`config.mk`:
```
export PLATFORM = sky130hd
export DESIGN_NAME = proc_nios2_qsys_0_oci_dct_ctrl_flat
export DESIGN_NICKNAME = d
export VERILOG_FILES = /design/src/rtl/proc_nios2_qsys_0_oci_dct_ctrl_if.sv /design/src/rtl/proc_nios2_qsys_0_oci_dct_ctrl.sv /design/src/flat_wrapper.sv
export SDC_FILE = /design/constraint.sdc
export NUM_CORES = 1
export LEC_CHECK = 0
export BUFFER_PORTS_ARGS = -buffer_cell sky130_fd_sc_hd__buf_2
export CAP_MARGIN = 20
export CORE_MARGIN = 2
export CORE_UTILIZATION = 63
export CTS_BUF_LIST = sky130_fd_sc_hd__clkbuf_2 sky130_fd_sc_hd__clkbuf_4 sky130_fd_sc_hd__clkbuf_8
export CTS_CLUSTER_SIZE = 40
export DETAILED_ROUTE_END_ITERATION = 10
export HOLD_SLACK_MARGIN = 0.05
export PLACE_DENSITY = 0.94
export SLEW_MARGIN = 10
export SYNTH_ARGS = -nofsm -noshare
export SYNTH_HDL_FRONTEND = slang
export SYNTH_SLANG_ARGS = --single-unit
```
`constraint.sdc`:
```
create_clock -name clk -period 3.2 [get_ports clk]
set_input_delay 0 -clock clk [delete_from_list [all_inputs] [get_ports clk]]
set_output_delay 0 -clock clk [all_outputs]
set_load 0.05 [all_outputs]
```
`src/rtl/proc_nios2_qsys_0_oci_dct_ctrl_if.sv`:
```
// Atom input stream and frame output handshake of the OCI DCT controller.
// master = trace source / trace store side, slave = the controller.
interface proc_nios2_qsys_0_oci_dct_ctrl_if;
  logic        atom_valid;
  logic [1:0]  atom;
  logic        flush_req;
  logic        frame_valid;
  logic        frame_ready;
  logic [29:0] dct_buffer;
  logic [3:0]  dct_count;

  modport master (
    output atom_valid, atom, flush_req, frame_ready,
    input  frame_valid, dct_buffer, dct_count
  );

  modport slave (
    input  atom_valid, atom, flush_req, frame_ready,
    output frame_valid, dct_buffer, dct_count
  );
endinterface

```
`src/rtl/proc_nios2_qsys_0_oci_dct_ctrl.sv`:
```
// OCI DCT controller: packs 2-bit atoms into 15-atom frames, hands them out over
// valid/ready and runs the end-of-test drain. Optional macro: PROC_NIOS2_OCI_DCT_OVF_CNT_EN.
module proc_nios2_qsys_0_oci_dct_ctrl (
  input  logic                                   clk,
  input  logic                                   reset,
  proc_nios2_qsys_0_oci_dct_ctrl_if.slave        dct_if,
  input  logic                                   test_ending,
  output logic                                   overflow,
  output logic                                   test_has_ended
`ifdef PROC_NIOS2_OCI_DCT_OVF_CNT_EN
  ,
  output logic [7:0]                             ovf_count
`endif
);

  typedef enum logic [1:0] {
    ST_RUN   = 2'd0,
    ST_DRAIN = 2'd1,
    ST_DONE  = 2'd2
  } state_e;

  state_e      state_q, state_d;
  logic [29:0] acc_buf_q, acc_buf_d;
  logic [3:0]  acc_cnt_q, acc_cnt_d;
  logic [29:0] hold_buf_q, hold_buf_d;
  logic [3:0]  hold_cnt_q, hold_cnt_d;
  logic        frame_valid_q, frame_valid_d;
  logic        flush_pend_q, flush_pend_d;
  logic        overflow_q, overflow_d;
`ifdef PROC_NIOS2_OCI_DCT_OVF_CNT_EN
  logic [7:0]  ovf_cnt_q, ovf_cnt_d;
`endif

  logic out_free;
  logic xfer;
  logic acc_empty;
  logic acc_full;
  logic flush_drv;
  logic close_req;
  logic close_fire;
  logic atom_in;
  logic atom_drop;

  always_comb begin
    out_free   = !frame_valid_q || dct_if.frame_ready;
    xfer       = frame_valid_q && dct_if.frame_ready;
    acc_empty  = (acc_cnt_q == 4'd0);
    acc_full   = (acc_cnt_q == 4'd15);
    flush_drv  = dct_if.flush_req || flush_pend_q || (state_q == ST_DRAIN);
    close_req  = acc_full || (flush_drv && !acc_empty);
    close_fire = close_req && out_free;
    atom_in    = dct_if.atom_valid && (state_q == ST_RUN);
    atom_drop  = atom_in && !close_fire && acc_full;
  end

  // Datapath next-state: frame close, handshake and atom packing.
  always_comb begin
    // NOTE: every _d gets its hold value first so no path through this block can infer a latch.
    acc_buf_d     = acc_buf_q;
    acc_cnt_d     = acc_cnt_q;
    hold_buf_d    = hold_buf_q;
    hold_cnt_d    = hold_cnt_q;
    frame_valid_d = frame_valid_q;
    flush_pend_d  = flush_pend_q;
    overflow_d    = overflow_q;

    if (close_fire) begin
      hold_buf_d    = acc_buf_q;
      hold_cnt_d    = acc_cnt_q;
      frame_valid_d = 1'b1;
      acc_buf_d     = 30'd0;
      acc_cnt_d     = 4'd0;
      flush_pend_d  = 1'b0;
    end else begin
      if (xfer) frame_valid_d = 1'b0;
      // A blocked flush is remembered so the partial frame closes once the output frees up.
      if (dct_if.flush_req && !acc_empty) flush_pend_d = 1'b1;
    end

    if (atom_in) begin
      if (close_fire) begin
        acc_buf_d = {28'd0, dct_if.atom};
        acc_cnt_d = 4'd1;
      end else if (!acc_full) begin
        for (int k = 0; k < 15; k++) begin
          if (acc_cnt_q == 4'(k)) acc_buf_d[2*k +: 2] = dct_if.atom;
        end
        acc_cnt_d = acc_cnt_q + 4'd1;
      end
    end

    if (atom_drop) overflow_d = 1'b1;
  end

`ifdef PROC_NIOS2_OCI_DCT_OVF_CNT_EN
  always_comb begin
    ovf_cnt_d = ovf_cnt_q;
    if (atom_drop && (ovf_cnt_q != 8'hFF)) ovf_cnt_d = ovf_cnt_q + 8'd1;
  end
`endif

  // Drain FSM: DONE is left only through reset.
  always_comb begin
    state_d = state_q;
    case (state_q)
      ST_RUN:   if (test_ending) state_d = ST_DRAIN;
      ST_DRAIN: if (acc_empty && !frame_valid_q) state_d = ST_DONE;
      ST_DONE:  state_d = ST_DONE;
      default:  state_d = ST_RUN;
    endcase
  end

  // NOTE: sequential state uses non-blocking assignments only, so every flop samples pre-edge values.
  always_ff @(posedge clk) begin
    if (reset) begin
      state_q       <= ST_RUN;
      acc_buf_q     <= 30'd0;
      acc_cnt_q     <= 4'd0;
      // NOTE: the holding register is reset too, because dct_buffer/dct_count must read 0 out of reset.
      hold_buf_q    <= 30'd0;
      hold_cnt_q    <= 4'd0;
      frame_valid_q <= 1'b0;
      flush_pend_q  <= 1'b0;
      overflow_q    <= 1'b0;
`ifdef PROC_NIOS2_OCI_DCT_OVF_CNT_EN
      ovf_cnt_q     <= 8'd0;
`endif
    end else begin
      state_q       <= state_d;
      acc_buf_q     <= acc_buf_d;
      acc_cnt_q     <= acc_cnt_d;
      hold_buf_q    <= hold_buf_d;
      hold_cnt_q    <= hold_cnt_d;
      frame_valid_q <= frame_valid_d;
      flush_pend_q  <= flush_pend_d;
      overflow_q    <= overflow_d;
`ifdef PROC_NIOS2_OCI_DCT_OVF_CNT_EN
      ovf_cnt_q     <= ovf_cnt_d;
`endif
    end
  end

  assign dct_if.frame_valid = frame_valid_q;
  assign dct_if.dct_buffer  = hold_buf_q;
  assign dct_if.dct_count   = hold_cnt_q;
  assign overflow           = overflow_q;
  assign test_has_ended     = (state_q == ST_DONE);
`ifdef PROC_NIOS2_OCI_DCT_OVF_CNT_EN
  assign ovf_count          = ovf_cnt_q;
`endif

endmodule

```
`src/flat_wrapper.sv`:
```
// flat-port wrapper written by rule: the top's interface ports become plain ports
module proc_nios2_qsys_0_oci_dct_ctrl_flat 
  (clk, reset, test_ending, overflow, test_has_ended, dct_if_atom_valid, dct_if_atom, dct_if_flush_req, dct_if_frame_ready, dct_if_frame_valid, dct_if_dct_buffer, dct_if_dct_count);
  proc_nios2_qsys_0_oci_dct_ctrl_if dct_if_i ();
  input  logic clk;
  input  logic reset;
  input  logic test_ending;
  output logic overflow;
  output logic test_has_ended;
  input wire logic [$bits(dct_if_i.atom_valid)-1:0] dct_if_atom_valid;
  input wire logic [$bits(dct_if_i.atom)-1:0] dct_if_atom;
  input wire logic [$bits(dct_if_i.flush_req)-1:0] dct_if_flush_req;
  input wire logic [$bits(dct_if_i.frame_ready)-1:0] dct_if_frame_ready;
  output wire logic [$bits(dct_if_i.frame_valid)-1:0] dct_if_frame_valid;
  output wire logic [$bits(dct_if_i.dct_buffer)-1:0] dct_if_dct_buffer;
  output wire logic [$bits(dct_if_i.dct_count)-1:0] dct_if_dct_count;
  assign dct_if_i.atom_valid = dct_if_atom_valid;
  assign dct_if_i.atom = dct_if_atom;
  assign dct_if_i.flush_req = dct_if_flush_req;
  assign dct_if_i.frame_ready = dct_if_frame_ready;
  assign dct_if_frame_valid = dct_if_i.frame_valid;
  assign dct_if_dct_buffer = dct_if_i.dct_buffer;
  assign dct_if_dct_count = dct_if_i.dct_count;
  proc_nios2_qsys_0_oci_dct_ctrl u_core (.clk(clk), .reset(reset), .dct_if(dct_if_i), .test_ending(test_ending), .overflow(overflow), .test_has_ended(test_has_ended));
endmodule
```
==> flow_summary_export.csv, run 1 <==
group,metric,value,unit
clocking,cts_tree,"built",
clocking,clk_latency,0.34,ns
sta,tns,0,ns
floorplan,rows,25,
power_and_ir_drop,p_per_area,660,nW/µm²
global_routing,grt_max_degree,43,
sta,tightest_slew,0.784,ns
clocking,cts.sinks,73,
setup_path,required,3.43,ns
yosys,syn_inst,341,
final_layout,final_nets,395,
setup_path,crit_path_max_fanout,24,
yosys,synth-edff-count,0,
power_and_ir_drop,leakagePower,0.00132,µW
yosys,yosys_register_bits,73,
sta,hold_viol,0,
floorplan,num_io_pins,45,
global_routing,grt_use_total,26.1,%
drt,drt_iter0_drc,184,
clocking,clk_pin_slew,0.07,ns
floorplan,dieArea,5310,µm²
final_layout,multi_input_comb_area,1380,µm²
setup_path,critPathMaxStageDelay,0.56,ns
setup_path,worstPathCellList,"ha_1 -> nand3_2 -> a211oi_4 -> buf_4 -> nor2_4 -> a32o_1",
yosys,synth.distinct_cells,41,
clocking,cts_setup_buffers,0,
sta,period_share,75.5,%
clocking,cts.repair.resized,0,
floorplan,coreArea,4660,µm²
final_layout,final_cell_mix,"nand2_1 (88), dfxtp_1 (73), buf_2 (44)",
floorplan,start_util,64.1,%
clocking,clk_path_buf_depth,2,
final_layout,final_common_cell,"nand2_1",
placed_design,port_buffers,44,
yosys,ys_warn_count,0,
final_layout,fill_cells,344,
floorplan,die_w,72.9,µm
yosys,syn_avg_cell_area,8.77,µm²
global_routing,grt_pass1_wl,10700,µm
setup_path,crit_arrival,2.65,ns
final_layout,drive_gt1_share,18.0,%
sta,setup_viol,0,
floorplan,die-height,72.9,µm
drt,drc,0,
yosys,netlist_area,2990,µm²
sta,max_freq,0.414,GHz
clocking,h-tree-depth,3,
sta,finClkSkew,0.00561,ns
power_and_ir_drop,ir_drop,0.509,mV
global_routing,grt_antenna_before_repair,0,
setup_path,end_kind,"flip-flop",
setup_path,crit_slowest_cell,"ha_1",
global_routing,grt_overflow_total,0,
yosys,yosysSeqAreaShare,48.9,%
setup_path,critPathKind,"flip-flop to flip-flop",
setup_path,cp-start-kind,"flip-flop",
final_layout,n_antenna_cell,0,
final_layout,syn2layout_area_growth,14.3,%
sta,period_minus_slack,2.42,ns
placed_design,dp_hpwl,4240,µm
drt,via_per_inst,5.91,
setup_path,crit_family,"compound AO/OA/AOI/OAI gates",
yosys,synth_nets,357,
flow_run,cap_violations,0,
global_routing,grt_pass1_vias,2341,
drt,antenna_left,0,
clocking,numCtsBuffers,9,
sta,setup_slack,0.783,ns
drt,drt_pass1_iterations,4,
status,status,"finished, final reports clean",
drt,wl_per_cell,14.8,µm
yosys,postSynth.asyncResetShare,0,%
min_path,hold_class,"primary input to flip-flop",
final_layout,seq_area,1460,µm²
clocking,root_buffer,"clkbuf_8",
sta,rsz0062_at_grt,"false",
sta,drv_slew,0,
drt,routed_wl,6480,µm
placed_design,pre_cts_ws,0.824,ns
setup_path,critPathBufInv,1,
sta,slew_headroom,47.7,%
placed_design,place_congestion,0.895,
final_layout,final_core_util,73.3,%
drt,vias,2589,
yosys,ys.flop_type,"dfxtp_1",
what timing repair did:
item,CTS,global route
endpoints found under the setup margin,0,0
endpoints found under the hold margin,4,0
hold buffers,3,0
power by group:
group          switching (µW)  leakage, µW  internal (µW)
clock network             312     0.000103            384
logic                     415     0.000628            166
registers                32.2     0.000589            947
per-stage QoR:
step	hold slack, ns	std cells	instance area (µm²)	total power, µW
after floorplan	0.140	341	2990	1460
after global placement	0.289	419	3190	1540
after detailed placement	0.293	419	3190	1560
after CTS	0.0503	438	3420	2260
after global routing	0.0716	438	3420	2360
final	0.0734	438	3420	2260
worst reg2reg max path, delay by kind of cell (launching register included):
family                     cells  cell delay (ns)
DFF                            1             0.44
buffers and inverters          1             0.31
AOI/OAI and AO/OA              2             0.61
adders and majority gates      1             0.56
and+or+nand+nor                2             0.39
final timing paths:
check / from / endpoint / slack, ns / cells after the start
hold reg to reg: u_core.dct_if.dct_buffer[5] / u_core.dct_if.dct_buffer[5] / 0.45 / 2
setup reg to reg: u_core.acc_cnt_q[0] / u_core.acc_buf_q[19] / 0.78 / 6
hold / removal: dct_if_atom[1] / u_core.acc_buf_q[29] / 0.07 / 3
setup / recovery: u_core.acc_cnt_q[0] / u_core.acc_buf_q[19] / 0.78 / 6
state kept, by name, indices dropped and copies added (netlist names):
register / flops
u_core.dct_if.dct_buffer: 30
u_core.dct_if.dct_count: 4
u_core.acc_cnt_q: 4
u_core.state_q: 2
u_core.dct_if.frame_valid: 1
u_core.overflow: 1
u_core.flush_pend_q: 1
u_core.acc_buf_q: 30
synth_stat cells, types with 2 or more instances:
cell | number | area, µm²
buf_6 | 2 | 22.5
o21ai_0 | 2 | 10.0
nor4_1 | 4 | 25.0
o32ai_1 | 2 | 17.5
a32o_1 | 18 | 180
and3_1 | 3 | 18.8
nand4_1 | 2 | 12.5
mux2i_1 | 10 | 100
or3_1 | 2 | 12.5
nor3_1 | 7 | 35.0
nand3_1 | 6 | 30.0
or4b_1 | 2 | 20.0
clkbuf_1 | 11 | 41.3
inv_1 | 7 | 26.3
nor2_1 | 15 | 56.3
a22oi_1 | 2 | 15.0
a21oi_1 | 40 | 200
nor3b_1 | 5 | 37.5
dfxtp_1 | 73 | 1460
buf_2 | 9 | 45.0
nand2_1 | 88 | 330
nand2b_1 | 3 | 18.8
nor2b_1 | 3 | 18.8
ha_1 | 8 | 100
final cells by class:
cell class / instances / share of cell area [%]
well taps: 54 / 1.98
inverters: 7 / 0.769
flip-flops and latches: 73 / 42.8
multi-input cells: 237 / 40.4
clock buffers: 15 / 5.68
clock inverters: 1 / 0.220
repair buffers: 51 / 8.20
metal layers:
layer,part of all wire [%],wire length [µm],GRT usage [%]
met5,0,0,0
met4,1.8,116,12.1
met3,7.7,496,7.32
met2,46,2950,40.0
met1,45,2920,34.2
cells by family after synthesis:
group	Yosys count	share of synthesized area, %
muxes	10	3.35
adders and majority gates	8	3.35
xor gates and xnor gates	1	0.293
AOI/OAI and AO/OA	72	16.7
buffers and inverters	31	4.94
and+or+nand+nor	146	22.4
DFF	73	48.9
Power figures use the tool's default switching activity.
==> inputs of run 2 (changes only) <==
CORE_UTILIZATION = 58   (was 63)
PLACE_DENSITY = 0.88   (was 0.94)
clock period = 2.5 ns   (was 3.2 ns; I/O delays follow)
==> run 2 against run 1 <==
Against the previous run: highest routed layer unchanged; critical path type unchanged; largest cell class unchanged; largest power group unchanged; setup slack worse by 0.53 ns; global-route usage is 0.26 points lower; critical endpoint is now u_core.acc_buf_q[9]; sequential share of layout area is 0.59 points lower; maximum frequency is 7.7% higher; die area is 8.1% higher.
==> flow_summary_export.csv, run 2 (same netlist as run 1, synthesis figures left out) <==
group,metric,value,unit
status,status,"finished, final reports clean",
final_layout,final_cell_mix,"nand2_1 (88), dfxtp_1 (73), buf_2 (44)",
setup_path,critPathKind,"flip-flop to flip-flop",
drt,drt_iter0_drc,184,
setup_path,crit_slowest_cell,"or3b_1",
final_layout,stdcell_area,3460,µm²
clocking,clk_latency,0.35,ns
sta,max_freq,0.446,GHz
floorplan,rows,26,
drt,dr.max_layer_used,"met4",
global_routing,grt_pass1_wl,11100,µm
floorplan,die-height,75.8,µm
sta,period_minus_slack,2.24,ns
sta,drv_slew,0,
final_layout,drive_gt1_share,18.2,%
floorplan,coreArea,5040,µm²
clocking,h-tree-depth,3,
setup_path,r2r-start,"u_core.acc_cnt_q[0]",
setup_path,crit_path_max_fanout,19,
clocking,clk_pin_slew,0.07,ns
setup_path,required,2.78,ns
final_layout,fill_cells,406,
drt,via_per_inst,5.63,
global_routing,grt_pass1_vias,2329,
global_routing,grt_overflow_total,0,
drt,routed_wl,6770,µm
setup_path,r2r_cells,7,
floorplan,die_w,75.8,µm
power_and_ir_drop,totalPowerFinal,2970,µW
setup_path,r2r_end,"u_core.acc_buf_q[9]",
global_routing,grt_use_total,25.8,%
flow_run,cap_violations,0,
drt,antenna_left,0,
global_routing,grt_antenna_before_repair,0,
sta,tns,0,ns
power_and_ir_drop,p_per_area,858,nW/µm²
sta,rsz0062_at_grt,"false",
drt,vias,2563,
clocking,cts.sinks,73,
sta,slew_headroom,59.4,%
sta,tightest_slew,0.608,ns
placed_design,dp.cells,437,
setup_path,end_kind,"flip-flop",
sta,hold_viol,0,
placed_design,place_congestion,0.965,
clocking,root_buffer,"clkbuf_8",
global_routing,grt_max_degree,42,
drt,wl_met2,3190,µm
setup_path,startpoint,"u_core.acc_cnt_q[0]",
clocking,clk_path_buf_depth,2,
sta,period_share,89.8,%
setup_path,crit_arrival,2.52,ns
placed_design,port_buffers,44,
final_layout,n_antenna_cell,0,
power_and_ir_drop,leakagePower,0.00134,µW
setup_path,r2r_slack,0.26,ns
sta,setup_slack,0.256,ns
setup_path,endpoint,"u_core.acc_buf_q[9]",
floorplan,num_io_pins,45,
min_path,hold_class,"primary input to flip-flop",
drt,drt_pass1_iterations,5,
setup_path,critPathMaxStageDelay,0.47,ns
floorplan,dieArea,5740,µm²
final_layout,final_common_cell,"nand2_1",
power_and_ir_drop,ir_drop,0.535,mV
drt,drc,0,
setup_path,worstPathCellList,"inv_1 -> ha_1 -> or3b_1 -> o211ai_2 -> buf_4 -> and3_1 -> a2bb2oi_1",
clocking,cts.repair.resized,0,
drt,wl_met1,3130,µm
clocking,numCtsBuffers,9,
placed_design,place_area,3220,µm²
final_layout,final_nets,397,
setup_path,cp-start-kind,"flip-flop",
sta,setup_viol,0,
sta,finClkSkew,0.00879,ns
drt,route.met3.wl,366,µm
placed_design,pre_cts_ws,0.327,ns
drt,wl_per_cell,14.9,µm
clocking,cts_tree,"built",
floorplan,start_util,59.3,%
final_layout,layout.cells.non_filler,455,
placed_design,dp_hpwl,4460,µm
final_layout,syn2layout_area_growth,15.9,%
==> run 2: layer usage <==
layer	vias up	track usage [%]
li1	1264	-
met1	1199	34.6
met2	92	40.0
met3	8	5.16
met4	0	12.1
met5	-	0
==> run 2: per-stage QoR <==
step           hold slack [ns]  utilization (%)
4_1_cts                 0.0509             68.7
5_1_grt                 0.0886             68.7
3_3_place_gp             0.282             63.9
6_report                0.0600             68.7
2_1_floorplan            0.140                -
3_5_place_dp             0.286             63.9
==> run 2: how the worst min path moves through the flow <==
stage / startpoint / to / slack [ns] / depth (start not counted)
4_1_cts: reset / u_core.acc_buf_q[16] / 0.05 / 4
3_3_place_gp: dct_if_flush_req / u_core.flush_pend_q / 0.28 / 3
5_1_grt: reset / u_core.acc_buf_q[16] / 0.09 / 4
3_5_place_dp: dct_if_flush_req / u_core.flush_pend_q / 0.29 / 3
6_report: reset / u_core.acc_buf_q[8] / 0.06 / 4
2_1_floorplan: dct_if_flush_req / u_core.flush_pend_q / 0.14 / 2
==> run 2: repair_timing <==
item,4_1_cts,5_1_grt
endpoints found under the hold margin,5,0
hold buffers,3,0
buffers inserted,0,0
==> run 2: area by class of cell <==
class,count,area (µm²),area share [%]
Clock inverter,2,35.0,1.01
Inverter,7,26.3,0.758
Multi-Input combinational cell,237,1380,39.8
Tap cell,70,87.6,2.53
Clock buffer,13,179,5.16
Sequential cell,73,1460,42.2
Timing Repair Buffer,53,295,8.52
==> run 2: critical path, delay by kind of cell (launching register included) <==
kind / cells / cell delay (ns)
adders and majority gates: 1 / 0.42
AOI/OAI and AO/OA: 2 / 0.32
DFF: 1 / 0.38
and+or+nand+nor: 2 / 0.66
buffers and inverters: 2 / 0.40
==> run 2: power breakdown <==
part / internal, µW / switching (µW) / total (µW)
sequential: 1210 / 43.1 / 1260
combinational: 213 / 534 / 748
clock: 563 / 405 / 968
total: 1990 / 983 / 2970
==> inputs of run 3 (changes only) <==
CORE_UTILIZATION = 35   (was 58)
PLACE_DENSITY = 0.6   (was 0.88)
==> run 3 against run 2 <==
Against the previous run: combinational power up 3.6%; design area up 1.4%; sequential cell count unchanged.
==> flow_summary_export.csv, run 3 (same netlist as run 1, synthesis figures left out) <==
group,metric,value,unit
sta,tns,0,ns
final_layout,final_core_util,42.5,%
setup_path,critPathMaxStageDelay,0.47,ns
drt,drt_iter0_drc,155,
floorplan,die-height,96.4,µm
setup_path,required,2.79,ns
placed_design,dp.cells,474,
drt,wl_per_cell,14.4,µm
sta,slew_headroom,61.0,%
final_layout,stdcell_area,3510,µm²
drt,dr.max_layer_used,"met4",
floorplan,dieArea,9300,µm²
final_layout,n_antenna_cell,0,
drt,wl_met1,3660,µm
power_and_ir_drop,ir_drop,0.394,mV
global_routing,grt_use_total,16.9,%
final_layout,final_cell_mix,"nand2_1 (88), dfxtp_1 (73), buf_2 (44)",
drt,antenna_left,0,
min_path,hold_class,"primary input to flip-flop",
drt,via_per_inst,5.09,
placed_design,place_area,3290,µm²
clocking,h-tree-depth,3,
clocking,cts.sinks,73,
placed_design,port_buffers,44,
clocking,root_buffer,"clkbuf_8",
drt,route.met3.wl,359,µm
setup_path,worstPathCellList,"inv_1 -> ha_1 -> or3b_1 -> o211ai_2 -> buf_4 -> and3_1 -> a2bb2oi_1",
sta,max_freq,0.446,GHz
global_routing,grt_pass1_wl,11900,µm
setup_path,cp-start-kind,"flip-flop",
clocking,cts_setup_buffers,0,
final_layout,final_nets,400,
flow_run,cap_violations,0,
setup_path,critPathBufInv,2,
sta,rsz0062_at_grt,"false",
sta,hold_viol,0,
global_routing,grt_max_degree,42,
drt,drc,0,
clocking,clk_pin_slew,0.08,ns
sta,setup_viol,0,
setup_path,r2r_slack,0.26,ns
global_routing,grt_antenna_before_repair,0,
drt,drt_pass1_iterations,4,
setup_path,end_kind,"flip-flop",
power_and_ir_drop,leakagePower,0.00134,µW
global_routing,grt_overflow_total,0,
global_routing,grt_pass1_vias,2375,
power_and_ir_drop,totalPowerFinal,2890,µW
setup_path,crit_slowest_cell,"or3b_1",
sta,drv_slew,0,
sta,period_minus_slack,2.24,ns
placed_design,dp_hpwl,4830,µm
final_layout,fill_cells,874,
power_and_ir_drop,p_per_area,823,nW/µm²
floorplan,start_util,36.2,%
clocking,numCtsBuffers,9,
floorplan,die_w,96.4,µm
floorplan,rows,33,
floorplan,coreArea,8260,µm²
setup_path,crit_arrival,2.53,ns
final_layout,final_common_cell,"nand2_1",
floorplan,num_io_pins,45,
clocking,clk_latency,0.36,ns
final_layout,syn2layout_area_growth,17.5,%
sta,finClkSkew,0.00872,ns
drt,wl_met2,3010,µm
status,status,"finished, final reports clean",
drt,routed_wl,7130,µm
setup_path,crit_family,"simple AND/OR/NAND/NOR gates",
final_layout,layout.cells.non_filler,494,
drt,vias,2516,
setup_path,critPathKind,"flip-flop to flip-flop",
sta,tightest_slew,0.579,ns
clocking,clk_path_buf_depth,2,
sta,period_share,89.7,%
final_layout,drive_gt1_share,18.8,%
setup_path,crit_path_max_fanout,17,
clocking,cts_tree,"built",
placed_design,place_congestion,0.810,
[run 3: changes by cell type in the layout (fill, tap and decap cells not counted)]
cell and change:
buf_12 +1, clkinvlp_4 +2, dlygate4sd3_1 +1, bufinv_16 -1
buf_4 +1, clkbuf_8 -2, clkinv_2 +2
[run 3: final timing paths]
check / startpoint / end / depth (start not counted)
hold / removal: reset / u_core.acc_buf_q[16] / 4
setup reg to reg: u_core.acc_cnt_q[1] / u_core.acc_buf_q[9] / 7
hold reg to reg: u_core.dct_if.dct_buffer[2] / u_core.dct_if.dct_buffer[2] / 2
setup / recovery: u_core.acc_cnt_q[1] / u_core.acc_buf_q[9] / 7
[run 3: area by class of cell]
cell class                 count  area, µm²  share of cell area (%)
clock buffer                  11        151                    4.31
clock inverter                 5       30.0                   0.855
inverter                       7       26.3                   0.748
multi-input combinational    237       1380                    39.3
sequential                    73       1460                    41.6
tap                          105        131                    3.74
timing repair buffer          56        333                    9.47
[run 3: power breakdown]
part / switching, µW / total [µW] / internal, µW
clock network: 453 / 862 / 409
registers: 41.8 / 1250 / 1210
logic: 542 / 775 / 233
[run 3: timing repair]
item,CTS,global route
endpoints found under the hold margin,8,0
hold buffers,4,0
gates resized for setup,0,0
endpoints found under the setup margin,0,0
[run 3: metal layers]
layer	vias up	track usage (%)
met5	-	0
met4	0	7.75
met3	11	3.26
met2	59	25.1
met1	1174	23.7
li1	1272	-
[run 3: metrics by stage]
stage,setup WS (ns),hold slack (ns)
2_1_floorplan,0.591,0.140
3_3_place_gp,0.431,0.290
3_5_place_dp,0.314,0.304
4_1_cts,0.283,0.0540
5_1_grt,0.120,0.106
6_report,0.258,0.0729
[run 3: tightest hold or removal path, stage by stage]
cell and delay [ns]:
buf_2 0.10, inv_1 0.12, nand3_1 0.11, a22oi_1 0.06
